===== src/rtl/if_fetch_stage_pkg.sv =====
// rtl/if_fetch_stage_pkg.sv - shared constants and FSM encoding for the fetch stage
package if_fetch_stage_pkg;

    localparam logic [31:0] RESET_PC_DEFAULT = 32'hBFC0_0000;
    localparam logic [31:0] NOP_WORD_DEFAULT = 32'h0000_0000;

    typedef enum logic [1:0] {
        S_IDLE = 2'd0,
        S_REQ  = 2'd1,
        S_WAIT = 2'd2,
        S_HOLD = 2'd3
    } fetch_state_e;

endpackage


===== src/rtl/if_fetch_stage_if_id_reg.sv =====
// rtl/if_fetch_stage_if_id_reg.sv - IF/ID pipeline register with flush > stall > load > bubble
//
// Ports:
//   clk, resetn            clock, async active-low reset
//   flush, stall, load     update controls (priority in that order)
//   load_instr/pc/adel     slot contents written on load
//   instr, pc, valid, adel registered slot presented to decode
module if_id_reg #(
    parameter logic [31:0] NOP_WORD = 32'h0000_0000
) (
    input  logic        clk,
    input  logic        resetn,
    input  logic        flush,
    input  logic        stall,
    input  logic        load,
    input  logic [31:0] load_instr,
    input  logic [31:0] load_pc,
    input  logic        load_adel,
    output logic [31:0] instr,
    output logic [31:0] pc,
    output logic        valid,
    output logic        adel
);

    logic [31:0] instr_q, instr_d;
    logic [31:0] pc_q, pc_d;
    logic        valid_q, valid_d;
    logic        adel_q, adel_d;

    always_comb begin
        instr_d = instr_q;
        pc_d    = pc_q;
        valid_d = valid_q;
        adel_d  = adel_q;
        if (flush) begin
            // pc is kept so a later exception report still has a meaningful PC
            instr_d = NOP_WORD;
            valid_d = 1'b0;
            adel_d  = 1'b0;
        end else if (stall) begin
            // hold everything
        end else if (load) begin
            instr_d = load_instr;
            pc_d    = load_pc;
            valid_d = 1'b1;
            adel_d  = load_adel;
        end else begin
            instr_d = NOP_WORD;
            valid_d = 1'b0;
            adel_d  = 1'b0;
        end
    end

    always_ff @(posedge clk or negedge resetn) begin
        if (!resetn) begin
            instr_q <= NOP_WORD;
            pc_q    <= 32'h0;
            valid_q <= 1'b0;
            adel_q  <= 1'b0;
        end else begin
            instr_q <= instr_d;
            pc_q    <= pc_d;
            valid_q <= valid_d;
            adel_q  <= adel_d;
        end
    end

    assign instr = instr_q;
    assign pc    = pc_q;
    assign valid = valid_q;
    assign adel  = adel_q;

endmodule


===== src/rtl/if_fetch_stage.sv =====
// rtl/if_fetch_stage.sv - instruction fetch FSM, fetch PC, skid buffer and IF/ID register
//
// Ports:
//   clk, resetn                          clock, async active-low reset
//   inst_req/addr/addr_ok/rdata/data_ok  SRAM-like instruction port, one outstanding request
//   stall_d, flush_d                     decode back-pressure and IF/ID flush
//   redirect_valid, redirect_pc          taken branch/jump target
//   instr_d, pc_d, valid_d, adel_d       IF/ID slot presented to decode
module if_fetch_stage
    import if_fetch_stage_pkg::*;
#(
    parameter logic [31:0] RESET_PC = RESET_PC_DEFAULT,
    parameter logic [31:0] NOP_WORD = NOP_WORD_DEFAULT
) (
    input  logic        clk,
    input  logic        resetn,
    output logic        inst_req,
    output logic [31:0] inst_addr,
    input  logic        inst_addr_ok,
    input  logic [31:0] inst_rdata,
    input  logic        inst_data_ok,
    input  logic        stall_d,
    input  logic        flush_d,
    input  logic        redirect_valid,
    input  logic [31:0] redirect_pc,
    output logic [31:0] instr_d,
    output logic [31:0] pc_d,
    output logic        valid_d,
    output logic        adel_d
);

    fetch_state_e state_q, state_d;
    logic [31:0]  pc_f_q, pc_f_d;
    logic         cancel_q, cancel_d;
    // set after an address-error slot: IDLE then waits for a redirect instead of refetching
    logic         park_q, park_d;
    logic [31:0]  skid_instr_q, skid_instr_d;
    logic [31:0]  skid_pc_q, skid_pc_d;

    logic         misaligned;
    logic         ifid_load;
    logic [31:0]  ifid_instr;
    logic [31:0]  ifid_pc;
    logic         ifid_adel;

    assign misaligned = (pc_f_q[1:0] != 2'b00);

    always_comb begin
        state_d      = state_q;
        pc_f_d       = pc_f_q;
        cancel_d     = cancel_q;
        park_d       = park_q;
        skid_instr_d = skid_instr_q;
        skid_pc_d    = skid_pc_q;
        ifid_load    = 1'b0;
        ifid_instr   = inst_rdata;
        ifid_pc      = pc_f_q;
        ifid_adel    = 1'b0;

        case (state_q)
            S_IDLE: begin
                // any data_ok seen here belongs to a transaction killed by reset
                if (redirect_valid) begin
                    pc_f_d  = redirect_pc;
                    park_d  = 1'b0;
                    state_d = S_REQ;
                end else if (!park_q) begin
                    state_d = S_REQ;
                end
            end
            S_REQ: begin
                if (misaligned) begin
                    if (redirect_valid) begin
                        pc_f_d = redirect_pc;
                    end else if (!stall_d) begin
                        ifid_load  = 1'b1;
                        ifid_instr = NOP_WORD;
                        ifid_adel  = 1'b1;
                        park_d     = 1'b1;
                        state_d    = S_IDLE;
                    end
                end else if (inst_addr_ok) begin
                    state_d = S_WAIT;
                    if (redirect_valid) begin
                        // accepted request now fetches the wrong path; drop its data
                        cancel_d = 1'b1;
                        pc_f_d   = redirect_pc;
                    end
                end else if (redirect_valid) begin
                    pc_f_d = redirect_pc;
                end
            end
            S_WAIT: begin
                if (inst_data_ok) begin
                    state_d = S_REQ;
                    if (cancel_q) begin
                        cancel_d = 1'b0;
                        if (redirect_valid) begin
                            pc_f_d = redirect_pc;
                        end
                    end else if (redirect_valid) begin
                        pc_f_d = redirect_pc;
                    end else begin
                        pc_f_d = pc_f_q + 32'd4;
                        if (stall_d) begin
                            skid_instr_d = inst_rdata;
                            skid_pc_d    = pc_f_q;
                            state_d      = S_HOLD;
                        end else begin
                            ifid_load = 1'b1;
                        end
                    end
                end else if (redirect_valid) begin
                    cancel_d = 1'b1;
                    pc_f_d   = redirect_pc;
                end
            end
            S_HOLD: begin
                if (redirect_valid) begin
                    pc_f_d  = redirect_pc;
                    state_d = S_REQ;
                end else if (!stall_d) begin
                    ifid_load  = 1'b1;
                    ifid_instr = skid_instr_q;
                    ifid_pc    = skid_pc_q;
                    state_d    = S_REQ;
                end
            end
            default: state_d = S_IDLE;
        endcase
    end

    always_ff @(posedge clk or negedge resetn) begin
        if (!resetn) begin
            state_q      <= S_IDLE;
            pc_f_q       <= RESET_PC;
            cancel_q     <= 1'b0;
            park_q       <= 1'b0;
            skid_instr_q <= NOP_WORD;
            skid_pc_q    <= 32'h0;
        end else begin
            state_q      <= state_d;
            pc_f_q       <= pc_f_d;
            cancel_q     <= cancel_d;
            park_q       <= park_d;
            skid_instr_q <= skid_instr_d;
            skid_pc_q    <= skid_pc_d;
        end
    end

    assign inst_req  = (state_q == S_REQ) && !misaligned;
    assign inst_addr = pc_f_q;

    if_id_reg #(
        .NOP_WORD(NOP_WORD)
    ) u_if_id_reg (
        .clk       (clk),
        .resetn    (resetn),
        .flush     (flush_d),
        .stall     (stall_d),
        .load      (ifid_load),
        .load_instr(ifid_instr),
        .load_pc   (ifid_pc),
        .load_adel (ifid_adel),
        .instr     (instr_d),
        .pc        (pc_d),
        .valid     (valid_d),
        .adel      (adel_d)
    );

endmodule


===== config.mk =====
export PLATFORM = sky130hd
export DESIGN_NAME = if_fetch_stage
export DESIGN_NICKNAME = d
export VERILOG_FILES = /design/src/rtl/if_fetch_stage_pkg.sv /design/src/rtl/if_fetch_stage_if_id_reg.sv /design/src/rtl/if_fetch_stage.sv
export SDC_FILE = /design/constraint.sdc
export NUM_CORES = 1
export LEC_CHECK = 0
export ABC_CLOCK_PERIOD_IN_PS = 2800
export BUFFER_PORTS_ARGS = -buffer_cell sky130_fd_sc_hd__clkbuf_2
export CORE_UTILIZATION = 54
export DETAILED_ROUTE_END_ITERATION = 16
export GPL_TIMING_DRIVEN = 0
export PLACE_DENSITY = 0.79
export SETUP_SLACK_MARGIN = 0.4
export SYNTH_ARGS = -nofsm -noshare
export SYNTH_HDL_FRONTEND = slang
export SYNTH_SLANG_ARGS = --single-unit

===== constraint.sdc =====
create_clock -name clk -period 2.8 [get_ports clk]
set_clock_uncertainty 0.1 [all_clocks]
set_input_delay 0.84 -clock clk [delete_from_list [all_inputs] [get_ports clk]]
set_output_delay 0.84 -clock clk [all_outputs]
set_load 0.01 [all_outputs]

Word level (Yosys, flattened, before mapping)
Cells that the tools add are included.

operators by class
  $add $sub $neg = 1
  equality and inequality tests = 16
  muxes and demuxes = 52
  bitwise gates (word level) = 4
  reduce and logical (&&, ||, !) cells = 12

operators with widths
  operator                                                         number
  32-bit two-way mux                                               12
  32-bit one-hot mux with 2 select lines                           2
  32-bit by 3-bit adder with 32-bit output, second input constant  1
  2-bit two-way mux                                                12
  1-bit two-way mux                                                22
  3-bit != test, second input constant                             5
  2-bit != test, second input constant                             7
  5-bit AND reduction                                              2
  2-bit one-hot mux with 4 select lines                            1
  3-bit AND reduction                                              2
  6-bit AND reduction                                              1
  2-bit nonzero test                                               3
  2-bit == test, second input constant                             2
  1-bit NOT                                                        4
  1-bit one-hot mux with 2 select lines                            2
  1-bit one-hot mux with 3 select lines                            1
  3-bit OR reduction                                               1
  2-bit by 1-bit == test with 1-bit output, second input constant  1
  2-bit logical NOT                                                1
  2-bit by 1-bit != test with 1-bit output, second input constant  1
  1-bit logical AND                                                1
  1-bit logical NOT                                                1

word-level totals
  register bits after elaboration = 166
  bits of input ports = 71
  output and inout bits = 99
  word-level logic and storage cells = 95

Depth between registers and ports, before layout
Gate-level depths: netlist of the first run.

  depth in word-level cells = 8
  gate-level depth with buffers = 9
  mapped depth without buffers = 7

Hierarchy
A second synthesis of the first run with hierarchy kept.

second synthesis, totals
  cells, all modules = 720
  area total of the unflattened synthesis = 8333.0 um^2

by module, submodules not included
  module          times used  cells an instance  area an instance (um^2)  seq. area each (um^2)
  if_fetch_stage  1           502                5655.4                   2513.7
  if_id_reg       1           218                2677.6                   1651.6

Worst setup path after synthesis of the first run
OpenSTA, ideal clock, no wires.

  kind = input port to flip-flop
  start = input port redirect_valid
  end = register skid_instr_q[0]
  setup time = 125 ps
  data arrival time = 2031 ps
  required time = 2575 ps
  slack = 545 ps
  stages = 6
  buffers on the path = 3
  cell sequence = buf_2 > and4bb_2 > nand2_1 > buf_2 > buf_2 > mux2_2

on the way
  cells in the longest elaborated chain, start to end = 2

ends and longest elaborated chain
  item                           line                   text
  start, declared                if_fetch_stage.sv:24   input logic redirect_valid,
  1-bit NOT (no line)            n/a
  5-bit AND reduction (no line)  n/a
  end signal, assigned           if_fetch_stage.sv:146  skid_instr_q <= skid_instr_d;
  end, declared                  if_fetch_stage.sv:37   logic [31:0] skid_instr_q, skid_instr_d;

No other way between the ends.
A chain may end at the register's enable or synchronous reset.

Worst setup path after layout of the first run
  start = register state_q[1]
  end = output port inst_req

on the way
  cells in the longest elaborated chain, start to end = 2

ends and longest elaborated chain
  item                                      line                   text
  start, declared                           if_fetch_stage.sv:32   fetch_state_e state_q, state_d;
  start signal, assigned                    if_fetch_stage.sv:142  state_q <= state_d;
  2-bit by 1-bit == test with 1-bit output  if_fetch_stage.sv:151  assign inst_req = (state_q == S_REQ) && !misaligned;
  1-bit logical AND                         if_fetch_stage.sv:151
  end, declared                             if_fetch_stage.sv:17   output logic inst_req,

No other way between the ends.

==> out/results.tsv, run 1 <==
metric	value	unit
status	finished clean	
syn_avg_cell_area	10.6	µm²
tightest_slew	0.689	ns
worst_setup_path_start_kind	register	
yosys-top-cells-area	dfrtp_1, mux2_2, nand2_1, a21oi_1, o21ai_0	
leakage	4.73	nW
final_net_count	995	
worstPathRequired	1.86	ns
drv_slew	0	
relSlewSlack	54.0	%
drt_iter0_drc	392	
gp_congestion	0.804	
path_class	reg -> out	
ir_drop	0.000480	V
core	0.0139	mm²
r2r_end	skid_pc_q[13]	
fill_cells	1087	
place_hpwl	13.1	mm
setup_violations	0	
cap_violations	0	
power_density	882	mW/mm²
grt_pass1_wl	31.1	mm
synthMuxAreaShare	11.4	%
yosysTopAreaCell	dfrtp_1	
die_w	121	µm
fin_cells	1110	
core.rowCount	43	
synth_nets	802	
grt_remaining_overflow	0	
clk_path_buf_depth	2	
htree_levels	4	
synth_area	0.00769	mm²
drive_gt1_share	34.6	%
postRouteAntennaNets	0	
yosys.area_share.simple	12.7	%
tritoncts	done	
ctsHoldBuffers	0	
synth_edf_count	0	
synth_flop_cell	dfrtp_1	
area_growth	23.1	%
grtUsageTotal	27.6	%
reg2regPathDepth	7	
start_util	55.4	%
reg2reg_slack	0.52	ns
routedWlPerCell	17.2	µm
final_min_period_over_clock_period	86.0	%
synthAdderAreaFrac	1.14	%
die_area	0.0147	mm²
hp-class	in -> async	
fin_crit	2.41	ns
cts.sinks	166	
yosys_warnings	0	
synth_xor_xnor_area_share	2.50	%
design_power_total	8.35	mW
rsz0062_at_grt	true	
antenna_found_initial	0	
vias_per_cell	5.74	
io_pins	170	
reg2reg_from	state_q[0]	
totalWireLength	19.1	mm
place.port_buffers	169	
synth_common_cells	dfrtp_1, nand2_1, mux2_2	
synth_compound_area_share	15.2	%
synth_top_family_by_area	compound AO/OA/AOI/OAI gates	
cts_inserted_buffers	17	
die_h	121	µm
drc	0	
clock_latency	0.43	ns
clk_pin_slew_worst_paths	0.06	ns
dp_cells	1074	
synthMostInstantiatedCell	dfrtp_1	
seq_area_frac_synth	54.1	%
yosys.area.top_type_share	51.1	%
path_max_fanout	9	
syn_inst	724	
hold_viol_final	0	
grt_pass1_vias	6192	
crit_arrival	1.47	ns
synth.distinct_cells	47	
timing.setup.tns	0	ns
vias	6371	
max_clock_freq	415	MHz
ys_ff_latch	166	
endpoint_kind	primary output	
root_buffer	clkbuf_16	
grt_max_degree	110	
n_antenna_cell	0	
synthArstFlopShare	100	%
dr.pass1.iters	5	
==> through the flow <==
stage	setup slack (ns)	utilization (%)	cell area (µm²)	hold WS (ns)
after floorplan	0.545	-	7690	0.350
after global placement	-2.15	63.1	8760	0.363
after detailed placement	-0.0569	63.4	8800	0.367
after CTS	0.267	67.7	9400	0.286
after global routing	0.322	68.2	9470	0.303
final	0.391	68.2	9470	0.283
==> final cells by class <==
cell class | instances | area, µm² | share of cell area [%]
sequential | 166 | 4170 | 44.0
multi-input combinational | 504 | 3310 | 34.9
timing repair buffer | 174 | 925 | 9.76
clock buffer | 22 | 454 | 4.80
buffer | 49 | 241 | 2.55
tap | 180 | 225 | 2.38
clock inverter | 10 | 130 | 1.37
inverter | 5 | 18.8 | 0.198
==> where the power goes <==
| group | total, mW | internal (mW) | switching (mW) |
|---|---|---|---|
| Sequential | 3.65 | 3.14 | 0.510 |
| Combinational | 2.36 | 1.08 | 1.28 |
| Clock | 2.35 | 1.42 | 0.932 |
| Total | 8.35 | 5.63 | 2.72 |
==> worst max-delay path by stage <==
stage | slack, ns | end | startpoint | cells after the start
2_1_floorplan | 0.54 | skid_instr_q[0] | redirect_valid | 6
3_3_place_gp | -2.15 | skid_pc_q[24] | resetn | 1
3_5_place_dp | -0.06 | u_if_id_reg.pc[20] | redirect_valid | 7
4_1_cts | 0.27 | inst_req | state_q[1] | 4
5_1_grt | 0.32 | inst_req | state_q[1] | 4
6_report | 0.39 | inst_req | state_q[1] | 4
==> timing repair <==
| item | CTS | global route |
|---|---|---|
| pin swaps | 0 | 2 |
| endpoints found under the setup margin | 31 | 119 |
| resized for setup | 4 | 19 |
| endpoints found under the hold margin | 0 | 0 |
| buffers inserted | 0 | 4 |
==> layer usage <==
| metal | wire, µm | GRT usage [%] |
|---|---|---|
| met1 | 8360 | 36.5 |
| met5 | 0 | 0 |
| met3 | 1220 | 6.34 |
| met2 | 9260 | 44.4 |
| met4 | 279 | 9.72 |
==> cells by family (layout without fill, tap and decap cells) <==
group | after synthesis | in the layout
adder cells (fa/ha/maj) | 7 | 7
AND/OR/NAND/NOR | 199 | 199
flip-flops | 166 | 166
XOR/XNOR | 22 | 22
buffers and inverters | 54 | 260
multiplexers | 79 | 79
AO/OA/AOI/OAI | 197 | 197
==> sequential cells by signal, indices dropped and copies added, names as in the netlist, 2 cells and up <==
name / flops
skid_instr_q: 32
skid_pc_q: 32
inst_addr: 32
u_if_id_reg.instr: 32
u_if_id_reg.pc: 32
state_q: 2
==> critical path: stages, from the launching register on <==
cell	delay, ns
dfrtp_1	0.42
inv_2	0.12
ha_4	0.19
and2_4	0.16
clkbuf_2	0.14
==> layout by cell type, fill, tap and decap left out, drive strengths merged, types with 3 or more instances in the layout <==
cell / netlist / final
xnor2: 8 / 8
nor2b: 4 / 4
bufinv: 0 / 3
and3: 8 / 8
xor2: 14 / 14
nand3: 13 / 13
a22o: 31 / 31
nand4: 6 / 6
nor4: 3 / 3
clkinv: 0 / 5
nor3: 4 / 4
clkbuf: 24 / 222
nor2: 41 / 41
nand2: 106 / 106
a31oi: 34 / 34
nand2b: 3 / 3
inv: 5 / 5
ha: 7 / 7
buf: 25 / 23
dfstp: 9 / 9
mux2i: 13 / 13
mux2: 66 / 66
a21oi: 65 / 65
o21ai: 60 / 60
dfrtp: 157 / 157
No activity file was read; power rests on OpenSTA's default activity.
==> run 2, diff against run 1 <==
CORE_UTILIZATION = 50   (was 54)
PLACE_DENSITY = 0.74   (was 0.79)
==> run 2 against run 1 <==
Net effect:
- wire length grew 3.0%
- via count grew 0.22%
- register-to-register slack is essentially flat
- global-route usage shrank 1.7 points
- critical endpoint unchanged
- largest power group unchanged
==> out/results.tsv, run 2 (synthesis gave the netlist of run 1 again) <==
metric	value	unit	change
n_antenna_cell	0		unchanged
drv_slew	0		unchanged
drt_iter0_drc	445		+14%
rsz0062_at_grt	false		
area_growth	24.0	%	
power_density	883	mW/mm²	about the same
clock_latency	0.42	ns	about the same
path_class	reg -> out		
fin_cells	1119		+0.81%
clk_pin_slew_worst_paths	0.06	ns	about the same
root_buffer	clkbuf_16		
cts_inserted_buffers	17		unchanged
vias	6385		+0.22%
place_hpwl	13.5	mm	+3.2%
path_max_fanout	6		-3
ctsHoldBuffers	0		unchanged
grt_max_degree	86		-22%
final_common_cell	clkbuf_2		
die_h	126	µm	+3.9%
multiInputGateArea	0.00332	mm²	+0.26%
cp_slowest_cell	dfrtp_1		
dr.pass1.iters	5		unchanged
endpoint_kind	primary output		
totalWireLength	19.7	mm	+3.0%
tightest_slew	0.694	ns	+0.00455 ns
dp_cells	1078		+0.37%
p_comb_share	28.6	%	+0.4 points
core.rowCount	44		+2.3%
clkPwrFrac	28.0	%	about the same
vias_per_cell	5.71		-0.59%
grtUsageTotal	25.9	%	-1.7 points
gr-usage-met2	41.8	%	-2.6 points
p_seq_share	43.4	%	-0.3 points
cpPeakStageDelay	0.42	ns	about the same
final_min_period_over_clock_period	83.8	%	-2.3 points
place.port_buffers	169		unchanged
relSlewSlack	53.7	%	-0.30 points
tritoncts	done		
routedWlPerCell	17.6	µm	+2.2%
drc	0		unchanged
ir_drop	0.000481	V	+0.24%
setup_violations	0		unchanged
max_clock_freq	426	MHz	+2.7%
area.sequential	0.00417	mm²	about the same
core	0.0148	mm²	+6.3%
hold_viol_final	0		unchanged
die_area	0.0159	mm²	+7.9%
grtUsageMet1	35.4	%	-1.1 points
fin_crit	2.35	ns	-0.0638 ns
htree_levels	4		unchanged
start_util	52.1	%	-3.3 points
hp-class	in -> async		
grt_pass1_wl	32.1	mm	+3.2%
worstPathRequired	1.86	ns	about the same
crit_arrival	1.41	ns	-0.06 ns
leakage	4.77	nW	+0.84%
die_w	126	µm	+3.9%
clk_path_buf_depth	2		unchanged
top_usage_layer	met2		
hold_slack	0.334	ns	+0.0511 ns
drive_gt1_share	35.3	%	+0.67 points
worst_setup_path_start_kind	register		
grt_remaining_overflow	0		unchanged
cts.sinks	166		unchanged
final_cell_mix	clkbuf_2, dfrtp_1, nand2_1, mux2_2, a21oi_1		
status	finished clean		
grtUsageMet3	5.40	%	-0.95 points
p_sw	2.72	mW	about the same
gp_congestion	0.805		+0.21%
postRouteAntennaNets	0		unchanged
fill_cells	1246		+15%
sw_frac_of_total	32.3	%	-0.24 points
internal_power	5.70	mW	+1.2%
crit_chain	inv_2, ha_4, and2_4, buf_4		
grt_pass1_vias	6169		-0.37%
io_pins	170		unchanged
cap_violations	0		unchanged
final_net_count	1001		+0.60%
antenna_found_initial	0		unchanged
-- run 2: cell types whose count changed in the layout (fill, tap and decap cells not counted), sizes merged --
cell | previous run | this run
buf | 23 | 29
clkbuf | 222 | 223
clkinv | 5 | 3
-- run 2: power by group through the flow --
stage          sequential [mW]  combinational [mW]  clock (mW)
3_5_place_dp              3.67                2.32           0
6_report                  3.65                2.41        2.36
4_1_cts                   3.64                2.35        2.39
2_1_floorplan             3.70                1.42           0
5_1_grt                   3.74                2.70        2.50
3_3_place_gp              3.64                2.25           0
-- run 2: through the flow --
stage          utilization (%)  total power [mW]  cell area [µm²]  worst slack, ns  TNS (ns)
3_5_place_dp              59.7              5.99             8810           -0.114     -2.48
5_1_grt                   64.7              8.95             9540            0.399         0
2_1_floorplan                -              5.12             7690            0.545         0
3_3_place_gp              59.4              5.89             8770            -2.18   -351.23
4_1_cts                   63.8              8.39             9420            0.339         0
6_report                  64.7              8.42             9540            0.455         0
-- run 2: critical path, delay by kind of cell, from the launching register on --
| kind | cells | cell delay [ns] |
|---|---|---|
| adders and majority gates | 1 | 0.17 |
| and+or+nand+nor | 1 | 0.15 |
| buffers and inverters | 2 | 0.24 |
| DFF | 1 | 0.42 |
-- run 2: layout make-up --
class / count / area share (%)
plain buffers: 49 / 2.56
clock buffers: 23 / 4.90
clock inverters: 8 / 1.30
inverters: 5 / 0.197
multi-input cells: 504 / 34.8
flip-flops and latches: 166 / 43.7
well taps: 184 / 2.41
repair buffers: 180 / 10.2
-- run 2: timing repair --
action / CTS / global route
pin swaps: 0 / 2
setup endpoints to repair: 31 / 117
setup buffers: 0 / 10
endpoints found under the hold margin: 0 / 0
resized for setup: 7 / 20
-- run 2: metal layers --
metal / wire, µm / vias to the layer above
li1: - / 2972
met1: 8660 / 3165
met2: 9520 / 223
met3: 1270 / 25
met4: 249 / 0
met5: 0 / -
-- run 2: path summary, 6_finish.rpt --
check	startpoint	end	slack [ns]	depth (start not counted)
worst max-delay path	state_q[1]	inst_req	0.45	4
worst min-delay path	resetn	u_if_id_reg.instr[20]	0.33	1
worst max register to register	state_q[0]	skid_instr_q[0]	0.53	7
worst min register to register	u_if_id_reg.valid	u_if_id_reg.valid	0.38	2
max in group asynchronous	resetn	inst_addr[23]	1.42	2
min in group clk	u_if_id_reg.valid	u_if_id_reg.valid	0.38	2
